$ cat config.mk
export PLATFORM = sky130hd
export DESIGN_NAME = btn_conditioner
export DESIGN_NICKNAME = d
export VERILOG_FILES = /design/src/rtl/btn_conditioner.sv
export SDC_FILE = /design/constraint.sdc
export NUM_CORES = 1
export LEC_CHECK = 0
export BUFFER_PORTS_ARGS = -buffer_cell sky130_fd_sc_hd__buf_2
export CORE_ASPECT_RATIO = 0.75
export CORE_MARGIN = 5
export CORE_UTILIZATION = 54
export CTS_CLUSTER_DIAMETER = 60
export DETAILED_ROUTE_END_ITERATION = 8
export PLACE_DENSITY_LB_ADDON = 0.1
export SLEW_MARGIN = 20
export SYNTH_ARGS = -nofsm -noshare
export SYNTH_HDL_FRONTEND = slang
export SYNTH_SLANG_ARGS = --single-unit
$ cat constraint.sdc
create_clock -name clk -period 1.9 [get_ports clk]
set_input_delay 0.095 -clock clk [delete_from_list [all_inputs] [get_ports clk]]
set_output_delay 0.095 -clock clk [all_outputs]
set_load 0.02 [all_outputs]
$ cat src/rtl/btn_conditioner.sv
// ---------------------------------------------------------------------------
// btn_conditioner
//   Conditions raw active-low push buttons into clean clk-domain events.
//   Per channel: 2-flop synchroniser, debounce FSM, registered one-cycle
//   press/release pulses, a debounced level and a one-shot long-press pulse.
//
// Ports
//   clk            in   system clock
//   reset          in   asynchronous, active-low reset
//   btn            in   [N_BTN] raw buttons, active-low, asynchronous to clk
//   level          out  [N_BTN] debounced state, 1 = pressed
//   press_pulse    out  [N_BTN] one-cycle pulse on accepted press
//   release_pulse  out  [N_BTN] one-cycle pulse on accepted release
//   long_pulse     out  [N_BTN] one-cycle pulse once per press after
//                                LONG_CYCLES held
// ---------------------------------------------------------------------------
module btn_conditioner #(
    parameter int N_BTN           = 2,
    parameter int DEBOUNCE_CYCLES = 1000000,
    parameter int LONG_CYCLES     = 50000000
) (
    input  logic             clk,
    input  logic             reset,
    input  logic [N_BTN-1:0] btn,
    output logic [N_BTN-1:0] level,
    output logic [N_BTN-1:0] press_pulse,
    output logic [N_BTN-1:0] release_pulse,
    output logic [N_BTN-1:0] long_pulse
);

    localparam int DB_W   = $clog2(DEBOUNCE_CYCLES);
    localparam int HOLD_W = $clog2(LONG_CYCLES + 1);

    localparam logic [DB_W-1:0]   DB_LAST   = DB_W'(DEBOUNCE_CYCLES - 1);
    localparam logic [DB_W-1:0]   DB_ZERO   = DB_W'(0);
    localparam logic [DB_W-1:0]   DB_ONE    = DB_W'(1);
    localparam logic [HOLD_W-1:0] HOLD_MAX  = HOLD_W'(LONG_CYCLES);
    localparam logic [HOLD_W-1:0] HOLD_PRE  = HOLD_W'(LONG_CYCLES - 1);
    localparam logic [HOLD_W-1:0] HOLD_ZERO = HOLD_W'(0);
    localparam logic [HOLD_W-1:0] HOLD_ONE  = HOLD_W'(1);

    typedef enum logic [1:0] {
        ST_RELEASED   = 2'd0,
        ST_PRESS_DB   = 2'd1,
        ST_PRESSED    = 2'd2,
        ST_RELEASE_DB = 2'd3
    } state_t;

    logic [N_BTN-1:0] r_sync1;
    logic [N_BTN-1:0] r_sync2;
    logic [N_BTN-1:0] w_raw_p;

    // Two-flop synchroniser; resets to "released" (button input high).
    always_ff @(posedge clk or negedge reset) begin
        if (!reset) begin
            r_sync1 <= {N_BTN{1'b1}};
            r_sync2 <= {N_BTN{1'b1}};
        end else begin
            r_sync1 <= btn;
            r_sync2 <= r_sync1;
        end
    end

    // Buttons are active-low; raw_p is the synchronised "pressed" view.
    assign w_raw_p = ~r_sync2;

    for (genvar g = 0; g < N_BTN; g++) begin : g_ch
        state_t              r_state;
        state_t              w_state_nxt;
        logic [DB_W-1:0]     r_db_cnt;
        logic [DB_W-1:0]     w_db_cnt_nxt;
        logic [HOLD_W-1:0]   r_hold_cnt;
        logic [HOLD_W-1:0]   w_hold_cnt_nxt;
        logic                r_level;
        logic                w_level_nxt;
        logic                r_press;
        logic                w_press_nxt;
        logic                r_release;
        logic                w_release_nxt;
        logic                r_long;
        logic                w_long_nxt;
        logic                w_raw;

        assign w_raw = w_raw_p[g];

        // Debounce FSM state register.
        always_ff @(posedge clk or negedge reset) begin
            if (!reset) begin
                r_state <= ST_RELEASED;
            end else begin
                r_state <= w_state_nxt;
            end
        end

        // Debounce FSM next-state logic.
        always_comb begin
            w_state_nxt = r_state;
            case (r_state)
                ST_RELEASED: begin
                    if (w_raw) w_state_nxt = ST_PRESS_DB;
                    else       w_state_nxt = ST_RELEASED;
                end
                ST_PRESS_DB: begin
                    if (!w_raw)                  w_state_nxt = ST_RELEASED;
                    else if (r_db_cnt == DB_LAST) w_state_nxt = ST_PRESSED;
                    else                         w_state_nxt = ST_PRESS_DB;
                end
                ST_PRESSED: begin
                    if (!w_raw) w_state_nxt = ST_RELEASE_DB;
                    else        w_state_nxt = ST_PRESSED;
                end
                ST_RELEASE_DB: begin
                    if (w_raw)                   w_state_nxt = ST_PRESSED;
                    else if (r_db_cnt == DB_LAST) w_state_nxt = ST_RELEASED;
                    else                         w_state_nxt = ST_RELEASE_DB;
                end
                default: w_state_nxt = ST_RELEASED;
            endcase
        end

        // Counter and output next values; outputs are registered below so
        // each pulse appears in the cycle after the accepting edge.
        always_comb begin
            w_db_cnt_nxt   = r_db_cnt;
            w_hold_cnt_nxt = r_hold_cnt;
            w_level_nxt    = r_level;
            w_press_nxt    = 1'b0;
            w_release_nxt  = 1'b0;
            w_long_nxt     = 1'b0;
            case (r_state)
                ST_RELEASED: begin
                    w_db_cnt_nxt = DB_ZERO;
                end
                ST_PRESS_DB: begin
                    if (w_raw && (r_db_cnt == DB_LAST)) begin
                        w_db_cnt_nxt   = DB_ZERO;
                        w_hold_cnt_nxt = HOLD_ZERO;
                        w_level_nxt    = 1'b1;
                        w_press_nxt    = 1'b1;
                    end else if (w_raw) begin
                        w_db_cnt_nxt = r_db_cnt + DB_ONE;
                    end else begin
                        w_db_cnt_nxt = DB_ZERO;
                    end
                end
                ST_PRESSED: begin
                    // hold_cnt only advances while genuinely held, so a bounce
                    // through RELEASE_DB freezes it and long_pulse stays one-shot.
                    if (!w_raw) begin
                        w_db_cnt_nxt = DB_ZERO;
                    end else if (r_hold_cnt != HOLD_MAX) begin
                        w_hold_cnt_nxt = r_hold_cnt + HOLD_ONE;
                        w_long_nxt     = (r_hold_cnt == HOLD_PRE);
                    end else begin
                        w_hold_cnt_nxt = r_hold_cnt;
                    end
                end
                ST_RELEASE_DB: begin
                    if (!w_raw && (r_db_cnt == DB_LAST)) begin
                        w_db_cnt_nxt  = DB_ZERO;
                        w_level_nxt   = 1'b0;
                        w_release_nxt = 1'b1;
                    end else if (!w_raw) begin
                        w_db_cnt_nxt = r_db_cnt + DB_ONE;
                    end else begin
                        w_db_cnt_nxt = DB_ZERO;
                    end
                end
                default: begin
                    w_db_cnt_nxt = DB_ZERO;
                end
            endcase
        end

        // Counter and output registers.
        always_ff @(posedge clk or negedge reset) begin
            if (!reset) begin
                r_db_cnt   <= DB_ZERO;
                r_hold_cnt <= HOLD_ZERO;
                r_level    <= 1'b0;
                r_press    <= 1'b0;
                r_release  <= 1'b0;
                r_long     <= 1'b0;
            end else begin
                r_db_cnt   <= w_db_cnt_nxt;
                r_hold_cnt <= w_hold_cnt_nxt;
                r_level    <= w_level_nxt;
                r_press    <= w_press_nxt;
                r_release  <= w_release_nxt;
                r_long     <= w_long_nxt;
            end
        end

        assign level[g]         = r_level;
        assign press_pulse[g]   = r_press;
        assign release_pulse[g] = r_release;
        assign long_pulse[g]    = r_long;
    end

endmodule
==> impl_results.md <==
- Drt drc: 0
- Routed Antenna Nets: 0
- Number of I/O port buffers: 11
- Leak pwr: 0.003010 uW
- Dpl hpwl: 8620 um
- Remaining Overflow, GRT: 0
- Highest fanout seen on the critical path: 12
- Wire length per cell: 16.05 um
- CP Launch Type: register
- Dominant cells by area after synthesis: dfrtp_1 45%, xnor2_1 5.2%, nand3_1 4.1%
- Fin crit period: 1.973 ns
- Slew Viols, Final: 0
- Switching share of power: between 20% and 30%
- R2R cell count: 7
- Via Count: 5069
- Max-Slew Margin vs Limit: 63.89%
- Flop pwr share: 53.8%
- CTS tree: built
- Antenna Cells: 0
- DRT Pass-1 Iters: 5
- Worst EP arrival: between 2 and 2.5 ns
- Initial DRC Count: 360
- Clock power share: 41.5%
- Sequential fraction of the synthesis area: 46.91%
- Dominant cell type by area after synthesis: dfrtp_1
- Hold slack: 0.2343 ns
- Max-Cap Viols: 0
- Endpoints failing setup: 40
- Initial antenna violation count: 0
- Initial core utilization: 55.66%
- Unrepaired setup endpoints after global routing: yes
- Final Cycle Share: 103.8%
- Design Area, Final: ~0.0072 mm2
- Failing checks: negative setup slack
- Vias in the first global route: between 4000 and 5000
- Htree depth: 3
- Post-layout util: 69.56%
- Synth top area share: 45.09%
- Tightest Hold Check Type: input pin to async pin
- PwrDens: about 600 mW/mm2
- Area growth, synth to finish: 24.97%
- NetSw: 953.0 uW
- Pin count of the biggest net entering global routing: 34
- Netlist cell types: 63
- Critical path class: register to register
- Io pins: 12
- Worst skew pair latency: about 0.35 ns
- RePlAce Congestion: 0.8582
- Die area: 0.01288 mm2
- Clk sinks: ~110
- Syn Std Cell Area: 0.005772 mm2
- Comb pwr share: roughly 4.7%
- First-pass GRT wire length: 22910 um
- Clock transition at path regs: 0.07 ns
- Mapped Cells: 624
- Internal power: 3355 uW
- Peak supply drop: roughly 400 uV
- Clock tree buffer depth: 2
- CTS root buffer: clkbuf_16
- Layout net count: 721
- Core ar.: 0.01037 mm2
- Fmax: 0.5069 GHz
- Total Power: around 4300 uW
- Required time of the critical path: 2.14 ns
- Cts bufs inserted: 9
- Die width: 129.4 um
- Crit. End Element: register
- Main synth FF type: dfrtp_1
- Asr flop ratio synth: 100.0%
- Row cnt: 32
- Max Clock Skew: 0.005874 ns
- Synthesized Nets: about 630
- Min setup slack post-route: -0.07279 ns
- Hold Fails Final Rpt: 0
- Register bit count reported by yosys: 108
- Share of cells above drive strength 1: 25.84%
- Status: finished, violations left
- Placed cell area: 0.006437 mm2
- GRT Overall Usage: between 20% and 30%
- Final WL: roughly 14000 um
- Worst-Margin Slew: 0.5375 ns
- Post-synth EDFFs: 0
- Syn Area/Cell: 9.250 um2
- Die Ht: 99.54 um
- Vias per cell: 5.950
- Synthesis warning total: 0
==> per-stage QoR <==
| step | worst slack, ns | TNS (ns) | cells |
|---|---|---|---|
| floorplan | -0.01662 | -0.2981 | 624 |
| global placement | -0.02102 | -0.4213 | 814 |
| detailed placement | -0.05662 | -1.360 | 814 |
| CTS | -0.04499 | -1.170 | 842 |
| global route | -0.1596 | -6.166 | 852 |
| finish | -0.07279 | -1.581 | 852 |
==> logic make-up (layout without fill, tap and decap cells) <==
group,count (synthesis),in the layout,synth area share (%)
and+or+nand+nor,304,304,29.03
DFF,108,108,46.91
AOI/OAI and AO/OA,106,108,10.82
buffers and inverters,51,141,4.314
xor gates and xnor gates,40,40,6.070
muxes,9,9,1.561
adders and majority gates,6,6,1.301
==> final cells by class <==
type | instances | area [um2]
clock inverters | 2 | 10.01
fillers | 806 | 3157
repair buffers | 102 | 879.6
flip-flops and latches | 108 | 2711
clock buffers | 14 | 264.0
multi-input cells | 467 | 3092
inverters | 23 | 86.33
well taps | 136 | 170.2
==> power groups by stage <==
stage          registers (uW)  clock network, uW  logic [uW]
6_report                 2320               1790         202
5_1_grt                  2320               1920         226
4_1_cts                  2320               1820         176
3_5_place_dp             2360                  0         169
3_3_place_gp             2360                  0         165
2_1_floorplan            2360                  0        54.4
==> routing by layer <==
metal / routed length, um / up-vias / global-route usage [%]
met3: 615 / 14 / 5.153
met4: 138 / 0 / 5.246
met2: 6434 / 113 / 33.84
met1: 6484 / 2517 / 30.02
li1: - / 2425 / -
met5: 0 / - / 0
==> flip-flops by register name (all words and copies together), names as in the netlist <==
name,count
g_ch.r_hold_cnt,52
g_ch.r_release,2
g_ch.r_level,2
r_sync1,2
g_ch.r_state,4
g_ch.r_db_cnt,40
g_ch.r_press,2
r_sync2,2
g_ch.r_long,2
==> cells in the mapped netlist, drive strengths merged (3+ instances only) <==
master,count
and4,6
o31ai,4
nor2,62
xnor2,34
a22o,4
o21ai,44
nand3,48
nor3b,3
dfstp,4
mux2i,9
nand2,56
ha,6
or4,3
clkbuf,10
xor2,6
nor4bb,3
and2,4
a21oi,32
buf,18
nor4b,4
inv,23
a31oi,4
and3,13
nor4,18
or3,15
dfrtp,104
nand4,31
a21o,5
nor3,26
==> path summary, 6_finish.rpt <==
path	endpoint	slack (ns)	from
min in group clk	r_sync2[1]	0.36	r_sync1[1]
max in group asynchronous	r_sync1[1]	1.00	reset
worst min-delay path	g_ch[1].r_db_cnt[0]	0.23	reset
worst max-delay path	g_ch[1].r_hold_cnt[17]	-0.07	g_ch[1].r_db_cnt[13]
worst min register to register	r_sync2[1]	0.36	r_sync1[1]
worst max register to register	g_ch[1].r_hold_cnt[17]	-0.07	g_ch[1].r_db_cnt[13]
==> timing repair <==
action,CTS,global route
endpoints found under the setup margin,71,87
gates resized for setup,9,80
buffers inserted,7,7
pin swaps,6,38
hold endpoints to repair,31,0
gates cloned,2,6
hold buffers,3,0
==> worst max-delay path, cell delays in order, from the launching register on <==
cell and delay [ns]:
dfrtp_1 0.38, or4b_4 0.55, nor3_4 0.15, buf_6 0.13, nand4_4 0.11, nor3_4 0.26
buf_6 0.20, nor2_1 0.07
==> placed cells by master (no fill, tap or decap), drive strengths merged, types with 3 or more instances in the layout <==
cell / Yosys / routed
clkbuf: 10 / 17
a31oi: 4 / 4
a22o: 4 / 4
inv: 23 / 23
or4: 3 / 3
and3: 13 / 13
nor3b: 3 / 3
and4: 6 / 6
a21oi: 32 / 33
xor2: 6 / 6
nor2: 62 / 62
dfstp: 4 / 4
xnor2: 34 / 34
and2: 4 / 4
nor4bb: 3 / 3
dfrtp: 104 / 104
a21o: 5 / 6
nand4: 31 / 31
o21ai: 44 / 44
o31ai: 4 / 4
nor4b: 4 / 4
ha: 6 / 6
buf: 18 / 96
nor4: 18 / 18
nand3: 48 / 48
dlygate4sd3: 0 / 3
nand2: 56 / 56
nor3: 26 / 26
or3: 15 / 15
mux2i: 9 / 9
Note: power is estimated with default switching activity, not from simulation.
